==> src/rtl/trackball_emu.sv <==
// Joystick-to-trackball emulator: per-axis position counters with time-based acceleration.
// Optional quadrature outputs are enabled by defining TRACKBALL_QUAD_EN.
module trackball_emu #(
  parameter int unsigned AXES      = 2,
  parameter int unsigned CNT_W     = 4,
  parameter int unsigned DIV_W     = 16,
  parameter int unsigned TICK_DIV  = 12000,
  parameter int unsigned ACC_TICKS = 8,
  parameter int unsigned MAX_STEP  = 8
) (
  input  logic                  clk_sys,
  input  logic                  reset,
  input  logic                  ce,
  input  logic [AXES-1:0]       joy_pos,
  input  logic [AXES-1:0]       joy_neg,
  input  logic [1:0]            speed,
  output logic [AXES*CNT_W-1:0] cnt_o,
  output logic [AXES-1:0]       dir_o,
  output logic                  tick_o
`ifdef TRACKBALL_QUAD_EN
  ,
  output logic [AXES-1:0]       quad_a_o,
  output logic [AXES-1:0]       quad_b_o
`endif
);

  localparam int unsigned V_W = $clog2(MAX_STEP + 1);
  localparam int unsigned H_W = $clog2(ACC_TICKS + 1);

  typedef enum logic {StIdle, StMove} state_e;

  logic [DIV_W-1:0] r_div;
  logic             w_wrap;
  logic             w_tick;
  logic [V_W-1:0]   w_vmax;

  assign w_wrap = (r_div == DIV_W'(TICK_DIV - 1));
  assign w_tick = ce & w_wrap;
  assign tick_o = w_tick & ~reset;

  always_ff @(posedge clk_sys or posedge reset) begin
    if (reset) begin
      r_div <= '0;
    end else if (ce) begin
      r_div <= w_wrap ? '0 : r_div + 1'b1;
    end
  end

  // Velocity ceiling: 1/2/4/8 by speed, never above MAX_STEP
  always_comb begin
    w_vmax = V_W'(MAX_STEP);
    if ((32'd1 << speed) < MAX_STEP) w_vmax = V_W'(32'd1 << speed);
  end

  for (genvar k = 0; k < AXES; k++) begin : g_axis
    state_e           r_state, w_state_nxt;
    logic [V_W-1:0]   r_v, w_v_nxt, w_veff, w_step;
    logic [H_W-1:0]   r_hold, w_hold_nxt;
    logic [CNT_W-1:0] r_cnt, w_cnt_nxt;
    logic             r_dir, w_dir_nxt;
    logic             w_req;
    logic             w_neg;

    assign w_req  = joy_pos[k] ^ joy_neg[k];
    assign w_neg  = joy_neg[k];
    assign w_veff = (r_v > w_vmax) ? w_vmax : r_v;

    always_ff @(posedge clk_sys or posedge reset) begin
      if (reset) begin
        r_state <= StIdle;
        r_v     <= V_W'(1);
        r_hold  <= '0;
        r_cnt   <= '0;
        r_dir   <= 1'b0;
      end else if (w_tick) begin
        r_state <= w_state_nxt;
        r_v     <= w_v_nxt;
        r_hold  <= w_hold_nxt;
        r_cnt   <= w_cnt_nxt;
        r_dir   <= w_dir_nxt;
      end
    end

    always_comb begin
      w_state_nxt = w_req ? StMove : StIdle;
    end

    // A fresh start or a reversal restarts at unit speed with one tick of hold credited
    always_comb begin
      w_step     = '0;
      w_v_nxt    = V_W'(1);
      w_hold_nxt = '0;
      w_dir_nxt  = r_dir;
      if (w_req) begin
        if (r_state == StMove && w_neg == r_dir) begin
          w_step = w_veff;
          if (r_hold == H_W'(ACC_TICKS - 1)) begin
            w_hold_nxt = '0;
            w_v_nxt    = (w_veff < w_vmax) ? w_veff + 1'b1 : w_vmax;
          end else begin
            w_hold_nxt = r_hold + 1'b1;
            w_v_nxt    = w_veff;
          end
        end else begin
          w_step     = V_W'(1);
          w_hold_nxt = H_W'(1);
          w_dir_nxt  = w_neg;
        end
      end
      w_cnt_nxt = w_neg ? r_cnt - CNT_W'(w_step) : r_cnt + CNT_W'(w_step);
    end

    assign cnt_o[k*CNT_W +: CNT_W] = r_cnt;
    assign dir_o[k]                = r_dir;

`ifdef TRACKBALL_QUAD_EN
    localparam int P_W   = CNT_W + 2;
    localparam int P_MAX = (2 ** (P_W - 1)) - 1;
    localparam int P_MIN = -(2 ** (P_W - 1));

    logic signed [P_W-1:0] r_pend, w_pend_nxt;
    logic [1:0]            r_phase;
    int                    w_acc;

    // Drain one unit per ce cycle, add this tick's step, then saturate
    always_comb begin
      w_acc = int'(r_pend);
      if (ce && r_pend != '0) w_acc = r_pend[P_W-1] ? w_acc + 1 : w_acc - 1;
      if (w_tick) w_acc = w_neg ? w_acc - int'(w_step) : w_acc + int'(w_step);
      if (w_acc > P_MAX) w_acc = P_MAX;
      if (w_acc < P_MIN) w_acc = P_MIN;
      w_pend_nxt = P_W'(w_acc);
    end

    always_ff @(posedge clk_sys or posedge reset) begin
      if (reset) begin
        r_pend  <= '0;
        r_phase <= 2'd0;
      end else if (ce) begin
        r_pend <= w_pend_nxt;
        if (r_pend != '0) r_phase <= r_pend[P_W-1] ? r_phase - 2'd1 : r_phase + 2'd1;
      end
    end

    assign quad_a_o[k] = r_phase[1];
    assign quad_b_o[k] = r_phase[1] ^ r_phase[0];
`endif
  end

endmodule

==> config.mk <==
export PLATFORM = sky130hd
export DESIGN_NAME = trackball_emu
export DESIGN_NICKNAME = d
export VERILOG_FILES = /design/src/rtl/trackball_emu.sv
export SDC_FILE = /design/constraint.sdc
export NUM_CORES = 1
export LEC_CHECK = 0
export ABC_AREA = 1
export BUFFER_PORTS_ARGS = -buffer_cell sky130_fd_sc_hd__buf_2
export CORE_ASPECT_RATIO = 1.75
export CORE_MARGIN = 2
export CORE_UTILIZATION = 62
export CTS_CLUSTER_DIAMETER = 200
export CTS_CLUSTER_SIZE = 24
export DETAILED_ROUTE_END_ITERATION = 8
export GPL_ROUTABILITY_DRIVEN = 0
export PLACE_DENSITY = 0.81
export SYNTH_ARGS = -nofsm -noshare
export SYNTH_HDL_FRONTEND = slang
export SYNTH_SLANG_ARGS = --single-unit
==> constraint.sdc <==
create_clock -name clk_sys -period 3.8 [get_ports clk_sys]
set_input_delay 0.76 -clock clk_sys [delete_from_list [all_inputs] [get_ports clk_sys]]
set_output_delay 0.76 -clock clk_sys [all_outputs]
set_load 0.005 [all_outputs]
# Yosys cells after proc, flatten, opt, wreduce, memory -nomap -nowiden
# Index checks and enable logic that the tools add are counted.
# word_totals
word_cells,68
regBits,44
input_bits,9
out_inout_bits,11
# op_classes
shifts,1
eq_ne,5
magnitude_cmp,5
addsub,9
bitwise,7
n_reduce_logical,4
n_mux,26
# ops
cell,n
4-bit 2-to-1 mux,23
"32-bit by 4-bit < comparator with 1-bit output, second input constant",1
"1-bit by 2-bit left shift with 32-bit output, first input constant",1
"16-bit by 1-bit adder with 16-bit output, second input constant",1
"4-bit by 1-bit adder with 4-bit output, second input constant",4
"16-bit by 14-bit == test with 1-bit output, second input constant",1
16-bit 2-to-1 mux,1
4-bit adder,2
"4-bit by 3-bit == test with 1-bit output, second input constant",2
4-bit greater-than comparator,2
4-bit < comparator,2
4-bit subtractor,2
3-bit AND reduction,2
1-bit NOT,3
1-bit bitwise AND,2
1-bit == test,2
1-bit logical AND,2
1-bit 2-to-1 mux,2
1-bit bitwise XOR,2

# Logic depth before layout (Yosys ltp)
# Gate-level depths: netlist of the first run.
# depth
word_depth,10
ltp_mapped,28
ltp_nobuf,28

# Worst setup path after synthesis of the first run
# No wires, ideal clock.
# synth_path
path_type,input -> register
startpoint,in speed[0]
endpoint,reg g_axis[1].r_cnt[3]
stages,22
slack_ps,156
setup_time_ps,117
path_buffers,0
required_time_ps,3683
t_arrival_ps,3527
path_cell_list,inv_1 > nor2_1 > inv_1 > ha_1 > nand2_1 > nand2_1 > nand2_1 > nand2_2 > nand2_2 > nand2_1 > nand2_1 > nand2_1 > ha_1 > o21ai_0 > ha_1 > nand3_1 > nand2_1 > xor2_1 > xor2_1 > nand3_1 > nand3_1 > nand2_1
# synth_between
elab_chain_len,9
word_cells_on_any_way,10
cone_classes,2 x add/sub; 2 x order compare; 1 x shift; 5 x mux
# synth_lines
element,line_no,source
start: declaration,16,"input logic [1:0] speed,"
1-bit by 2-bit left shift with 32-bit output (*),52,if ((32'd1 << speed) < MAX_STEP) w_vmax = V_W'(32'd1 << speed);
32-bit by 4-bit < comparator with 1-bit output,52,
4-bit 2-to-1 mux (*),52,
4-bit greater-than comparator,66,assign w_veff = (r_v > w_vmax) ? w_vmax : r_v;
4-bit 2-to-1 mux (*),66,
4-bit 2-to-1 mux (*),95,if (r_state == StMove && w_neg == r_dir) begin
4-bit 2-to-1 mux (*),94,if (w_req) begin
4-bit adder / 4-bit subtractor (equally long branches),110,w_cnt_nxt = w_neg ? r_cnt - CNT_W'(w_step) : r_cnt + CNT_W'(w_step);
4-bit 2-to-1 mux (*),110,
end signal: assignment,79,r_cnt <= w_cnt_nxt;
end: declaration,59,"logic [CNT_W-1:0] r_cnt, w_cnt_nxt;"
# Mark *: on every way between the ends. The rest lies on a longest branch, timed or not.
# A chain may end at the register's enable or synchronous reset.

# Final worst setup path of the first run
# layout_path
startpoint,in speed[1]
endpoint,reg g_axis[1].r_cnt[3]
# The elaborated chain is that of the path after synthesis.

==> reports/results.ini, run 1 <==
[cells_and_area]
instances_no_fill = 556
layout.nets = 520
postLayoutCellArea_sq_um = 3740
layout-drive-gt1-share = 0.151
num_antenna_cells = 0
area_delta_synth_final_pct = 9.85

[route]
drt_iter0_drc = 93
vias = 3059
drt_pass1_iterations = 4
drc = 0
viasPerCell = 5.50
wl_um = 7550
ant_nets = 0
wl_per_cell_um = 13.6

[floorplanning]
die-area_sq_um = 6120
initial_utilization = 0.642
core_area_sq_um = 5300
die_x_um = 60.0
num_io_pins = 20
die_h_um = 102
rows = 35

[clocking]
cts_tree = done
postCtsHoldBufs = 0
clock_latency_ns = 0.30
cts_buffers = 5
h-tree-depth = 2
postCtsSetupBuffers = 0
clock_sinks = 44
cts_resized = 0
cts_root_buf = clkbuf_8
cts.clk_slew.worst_paths_ns = 0.09
clk_path_buf_depth = 2

[timing]
fin_skew_ns = 0.00298
max_freq_mhz = 289
finalSetupViolCount = 0
finalCritPeriodShare = 0.912
slew_headroom = 0.614
whs_ns = 0.495
tightest_slew_ns = 0.579
slew_violations = 0
setup_tns_ns = 0
final_hold_viol_count = 0
rsz0062_at_grt = false
period_needed_ns = 3.47

[synthesis]
synthesis.area_sq_um = 3400
ys_seq_area_frac = 0.324
ys_ff_latch = 44
syn_nets = 493
synth_cell_type_count = 44
avgSynthCellArea_sq_um = 7.48
yosys.area.top_type_share = 0.309
netlist_instances = 455
yosysTopAreaCell = dfrtp_1
yosysWarnings = 0
yosys-top-cells-area = dfrtp_1 (31%), nand2_1 (12%), ha_1 (9.9%)

[setup_path]
crit_top_cell = nand2_1
critical_path_required_ns = 4.00
cp-start-kind = primary input
r2r_cells = 17
cp.arrival_ns = 3.67
critPathKind = in2reg
crit_slowest_cell = ha_1
crit_fanout = 5
cp_cell_sequence = buf_2 > nor2_1 > ha_1 > inv_1 > nand2_1 > nand2_1 > nand2_1 > nand2_2 > nand2_2 > nand2_1 > nand2_1 > nand2_1 > ha_1 > o21ai_0 > ha_1 > nand3_1 > nand2_1 > xor2_1 > xor2_1 > nand3_1 > nand3_1 > nand2_1
slowest_delay_ns = 0.32
cp-end-kind = flop

[placed_design]
placed_cell_area_sq_um = 3610
placed_cells = 549
dp_hpwl_um = 5770
port_buffers = 19

[hold_path]
min_path_type = reg2reg
holdPathStages = 2

[grt]
grt-ovfl-total = 0
track_usage = 0.278
grt_pass1_wl_um = 13200
antenna_found_initial = 0
grt_max_degree = 45
grt_pass1_vias = 3086

[status]
outcome = finished, final reports clean

[run]
cap_violations = 0

[power]
p_per_area_nw_per_um2 = 368
vdd_drop_max_uv = 187
p_leak_nw = 2.03

## registers in the layout (all words and copies together), names as in the netlist
register        cells
g_axis.r_cnt        8
g_axis.r_dir        2
g_axis.r_hold       8
g_axis.r_state      2
g_axis.r_v          8
r_div              16
## worst max-delay path, delay by kind of cell
kind,cells,cell delay (ns)
buf+inv,2,0.16
compound gates,1,0.28
simple gates,14,1.27
xor+xnor,2,0.35
fa+ha+maj,3,0.84
## layout by cell type, fill, tap and decap left out, types with 9 or more instances in the layout
cell     instances
xor2_1          11
nor2_1          23
nand3_1         43
ha_1            27
inv_1           69
o21ai_0         16
nand2_1        112
a21oi_1         19
buf_2           19
dfrtp_1         42
nand4_1         14
nand2_2         10
buf_4            9
## final cells by class
| type | count | area [sq um] |
|---|---|---|
| multi-input cells | 325 | 1960 |
| fillers | 453 | 1560 |
| flip-flops and latches | 44 | 1100 |
| inverters | 78 | 294 |
| repair buffers | 28 | 163 |
| well taps | 74 | 92.6 |
| clock buffers | 5 | 68.8 |
| clock inverters | 2 | 60.1 |
## cells by family after synthesis
| group | share of synthesized area |
|---|---|
| fa+ha+maj | 0.111 |
| mux | 0.00588 |
| buf+inv | 0.101 |
| compound gates | 0.0761 |
| xor+xnor | 0.0485 |
| flops | 0.324 |
| simple gates | 0.333 |
## stage by stage
stage | total power [mW] | worst slack, ns | util
floorplan | 0.876 | 0.156 | -
global placement | 0.943 | 0.0745 | 0.681
detailed placement | 0.957 | -0.0120 | 0.681
CTS | 1.38 | 0.304 | 0.705
global route | 1.46 | 0.0162 | 0.706
finish | 1.38 | 0.335 | 0.706
## per-layer routing
metal  track usage  wire length [um]  vias up
li1              -                 -     1525
met1         0.302              2900     1444
met2         0.513              4220       70
met3        0.0354               218       20
met4         0.128               212        0
met5             0                 0        -
## Yosys cell counts (all sizes together)
cell,n
xnor2,7
buf,4
a31o,1
o32ai,1
dfstp,2
inv,76
mux2i,2
o21ai,19
nand3,47
a31oi,1
nor3b,1
nor3,7
clkinv,2
nor4,4
o22ai,2
a21oi,19
dfrtp,42
o21a,1
xor2,11
nand2,124
a22o,2
fa,2
clkbuf,4
nor2,28
nand4,15
o31ai,1
nand3b,3
ha,27
## path summary, 6_finish.rpt
path                                               start                             end  slack [ns]
max                                             speed[1]  g_axis[1].r_cnt[3]$_DFFE_PP0P_        0.33
min                        g_axis[1].r_state$_DFFE_PP0P_   g_axis[1].r_state$_DFFE_PP0P_        0.50
max reg2reg                 g_axis[1].r_v[0]$_DFFE_PP1P_  g_axis[1].r_cnt[3]$_DFFE_PP0P_        0.63
min reg2reg                g_axis[1].r_state$_DFFE_PP0P_   g_axis[1].r_state$_DFFE_PP0P_        0.50
max in group asynchronous                          reset   g_axis[0].r_state$_DFFE_PP0P_        2.81
min in group asynchronous                          reset    g_axis[0].r_v[2]$_DFFE_PP0P_        0.59
## report_power, final
part	switching [mW]	total, mW	internal, mW	leakage [nW]
Combinational	0.228	0.347	0.119	1.43
Clock	0.168	0.426	0.259	0.0642
Sequential	0.0741	0.603	0.528	0.532
No activity file was read; power rests on OpenSTA's default activity.
==> inputs of run 2 (changes only) <==
--- a/config.mk
+++ b/config.mk
@@ -9,12 +9,11 @@
 export BUFFER_PORTS_ARGS = -buffer_cell sky130_fd_sc_hd__buf_2
 export CORE_ASPECT_RATIO = 1.75
 export CORE_MARGIN = 2
-export CORE_UTILIZATION = 62
+export CORE_UTILIZATION = 30
 export CTS_CLUSTER_DIAMETER = 200
 export CTS_CLUSTER_SIZE = 24
 export DETAILED_ROUTE_END_ITERATION = 8
 export GPL_ROUTABILITY_DRIVEN = 0
-export PLACE_DENSITY = 0.81
 export SYNTH_ARGS = -nofsm -noshare
 export SYNTH_HDL_FRONTEND = slang
 export SYNTH_SLANG_ARGS = --single-unit
==> reports/results.ini, run 2 (synthesis gave the netlist of run 1 again) <==
[floorplanning]
num_io_pins = 20  ; unchanged
rows = 51  ; was 35
die_x_um = 84.5  ; was 60.0 um
die_h_um = 145  ; was 102 um
die-area_sq_um = 12200  ; was 6120 sq um
core_area_sq_um = 11100  ; was 5300 sq um
initial_utilization = 0.307  ; was 0.642

[placed_design]
port_buffers = 19  ; unchanged
placed_cell_area_sq_um = 3700  ; was 3610 sq um
dp_hpwl_um = 6480  ; was 5770 um

[grt]
grt_max_degree = 26  ; was 45
antenna_found_initial = 0  ; unchanged
grt_pass1_vias = 3076  ; was 3086
grt-ovfl-total = 0  ; unchanged
track_usage = 0.138  ; was 0.278
grt_pass1_wl_um = 13800  ; was 13200 um

[clocking]
postCtsHoldBufs = 0  ; unchanged
clock_sinks = 44  ; unchanged
clk_path_buf_depth = 2  ; unchanged
cts_tree = done  ; unchanged
postCtsSetupBuffers = 0  ; unchanged
cts.clk_slew.worst_paths_ns = 0.06  ; was 0.09 ns
h-tree-depth = 2  ; unchanged
cts_root_buf = clkbuf_16  ; was clkbuf_8
clock_latency_ns = 0.29  ; was 0.30 ns
cts_buffers = 5  ; unchanged

[setup_path]
critPathKind = in2reg  ; unchanged
crit_fanout = 5  ; unchanged
crit_buf_inv = 6  ; was 2
slowest_delay_ns = 0.31  ; was 0.32 ns
critical-path-top-delay-family = simple AND/OR/NAND/NOR gates  ; unchanged
cp-start-kind = primary input  ; unchanged
r2r_cells = 25  ; was 17
crit_slowest_cell = ha_1  ; unchanged
cp-end-kind = flop  ; unchanged
cp.arrival_ns = 3.62  ; was 3.67 ns
critical_path_required_ns = 3.98  ; was 4.00 ns
regToRegStartpoint = g_axis[0].r_v[1]$_DFFE_PP0P_  ; was g_axis[1].r_v[0]$_DFFE_PP1P_
reg2reg_to = g_axis[0].r_cnt[3]$_DFFE_PP0P_  ; was g_axis[1].r_cnt[3]$_DFFE_PP0P_
crit_top_cell = nand2_1  ; unchanged
rrSetupSlack_ns = 0.70  ; was 0.63 ns

[timing]
finalCritPeriodShare = 0.904  ; was 0.912
tightest_slew_ns = 0.946  ; was 0.579 ns
fin_skew_ns = 0.00350  ; was 0.00298 ns
rsz0062_at_grt = false  ; unchanged
whs_ns = 0.485  ; was 0.495 ns
max_freq_mhz = 291  ; was 289 MHz
period_needed_ns = 3.44  ; was 3.47 ns
slew_headroom = 0.366  ; was 0.614
finalSetupViolCount = 0  ; unchanged
setup_tns_ns = 0  ; unchanged
slew_violations = 0  ; unchanged
final_hold_viol_count = 0  ; unchanged

[route]
drt_iter0_drc = 100  ; was 93
vias = 3031  ; was 3059
viasPerCell = 4.90  ; was 5.50
wl_per_cell_um = 13.2  ; was 13.6 um
drc = 0  ; unchanged
ant_nets = 0  ; unchanged
drt_pass1_iterations = 4  ; unchanged
wl_um = 8130  ; was 7550 um

[cells_and_area]
area_delta_synth_final_pct = 13.7  ; was 9.85%
nFillCells = 1204  ; was 453
final_common_cell = nand2_1  ; unchanged
layout.nets = 523  ; was 520
top_register = r_div  ; unchanged
layout-drive-gt1-share = 0.158  ; was 0.151
num_antenna_cells = 0  ; unchanged
largest_reg_flops = 16  ; unchanged
final_cell_mix = nand2_1 (111), inv_1 (69), nand3_1 (43), dfrtp_1 (42), ha_1 (27)  ; was nand2_1 (112), inv_1 (69), nand3_1 (43), dfrtp_1 (42), ha_1 (27)
postLayoutCellArea_sq_um = 3870  ; was 3740 sq um

[power]
p_per_area_nw_per_um2 = 375  ; was 368 nW/um^2
vdd_drop_max_uv = 177  ; was 187 uV
p_leak_nw = 2.06  ; was 2.03 nW

[hold_path]
holdPathStages = 2  ; unchanged
min_to = g_axis[1].r_state$_DFFE_PP0P_  ; unchanged
min_path_type = reg2reg  ; unchanged
min_from = g_axis[1].r_state$_DFFE_PP0P_  ; unchanged

[run]
cap_violations = 0  ; unchanged

[status]
outcome = finished, final reports clean  ; unchanged

## run 2: cell types whose count changed in the layout (fill, tap and decap cells not counted), sizes merged
| cell | before | now |
|---|---|---|
| bufinv | 2 | 1 |
| buf | 28 | 31 |
| clkinv | 3 | 4 |
| clkbuf | 5 | 6 |
## run 2: worst reg2reg max path: stages (launching register included)
cell,delay (ns)
dfrtp_1,0.43
ha_1,0.34
nand2_1,0.07
nand2_1,0.05
nand2_1,0.06
nand2_2,0.08
nand2_2,0.12
nand2_1,0.09
nand3_1,0.10
nand2_2,0.08
ha_1,0.18
nor2_1,0.11
xnor2_1,0.13
inv_1,0.06
ha_1,0.31
nand2_1,0.07
nand2_1,0.04
a31o_2,0.22
inv_1,0.05
nand2_1,0.04
nand2_1,0.07
inv_1,0.05
nand2_2,0.06
nand3_1,0.06
nand2_1,0.07
nand2_1,0.04
## run 2: through the flow
stage,std cells,total power [mW],utilization,worst slack (ns)
finish,618,1.45,0.349,0.365
global route,618,1.54,0.349,0.0132
detailed placement,610,0.960,0.333,-0.0315
global placement,610,0.950,0.333,0.0230
CTS,618,1.47,0.348,0.278
floorplan,455,0.876,-,0.156
## run 2: worst max path at each step
stage,depth (start not counted),slack (ns),start,endpoint
6_report,29,0.36,speed[0],g_axis[0].r_cnt[3]$_DFFE_PP0P_
5_1_grt,28,0.01,speed[0],g_axis[0].r_cnt[3]$_DFFE_PP0P_
4_1_cts,29,0.28,speed[0],g_axis[0].r_cnt[3]$_DFFE_PP0P_
3_5_place_dp,29,-0.03,speed[0],g_axis[0].r_cnt[3]$_DFFE_PP0P_
3_3_place_gp,29,0.02,speed[0],g_axis[0].r_cnt[3]$_DFFE_PP0P_
2_1_floorplan,22,0.16,speed[0],g_axis[1].r_cnt[3]$_DFFE_PP0P_
## run 2: power breakdown
group,internal (mW),switching [mW]
Sequential,0.529,0.0771
Clock,0.310,0.189
Combinational,0.120,0.227
Total,0.959,0.493
## run 2: timing repair
action	4_1_cts	5_1_grt
setup endpoints to repair	0	1
resized for setup	0	3
hold endpoints to repair	0	0
## run 2: area by class of cell
cell class	count	area, sq um	area share
clock buffer	6	129	0.0333
clock inverter	2	35.0	0.00905
inverter	78	294	0.0760
multi-input combinational	325	1960	0.506
sequential	44	1100	0.285
tap	132	165	0.0427
timing repair buffer	31	185	0.0478
## run 2: layer usage
metal,vias up,share of wire,GRT usage,wire length [um]
li1,1531,-,-,-
met1,1438,0.38,0.135,3080
met2,41,0.57,0.268,4630
met3,21,0.013,0.0171,102
met4,0,0.040,0.0794,322
met5,-,0,0,0
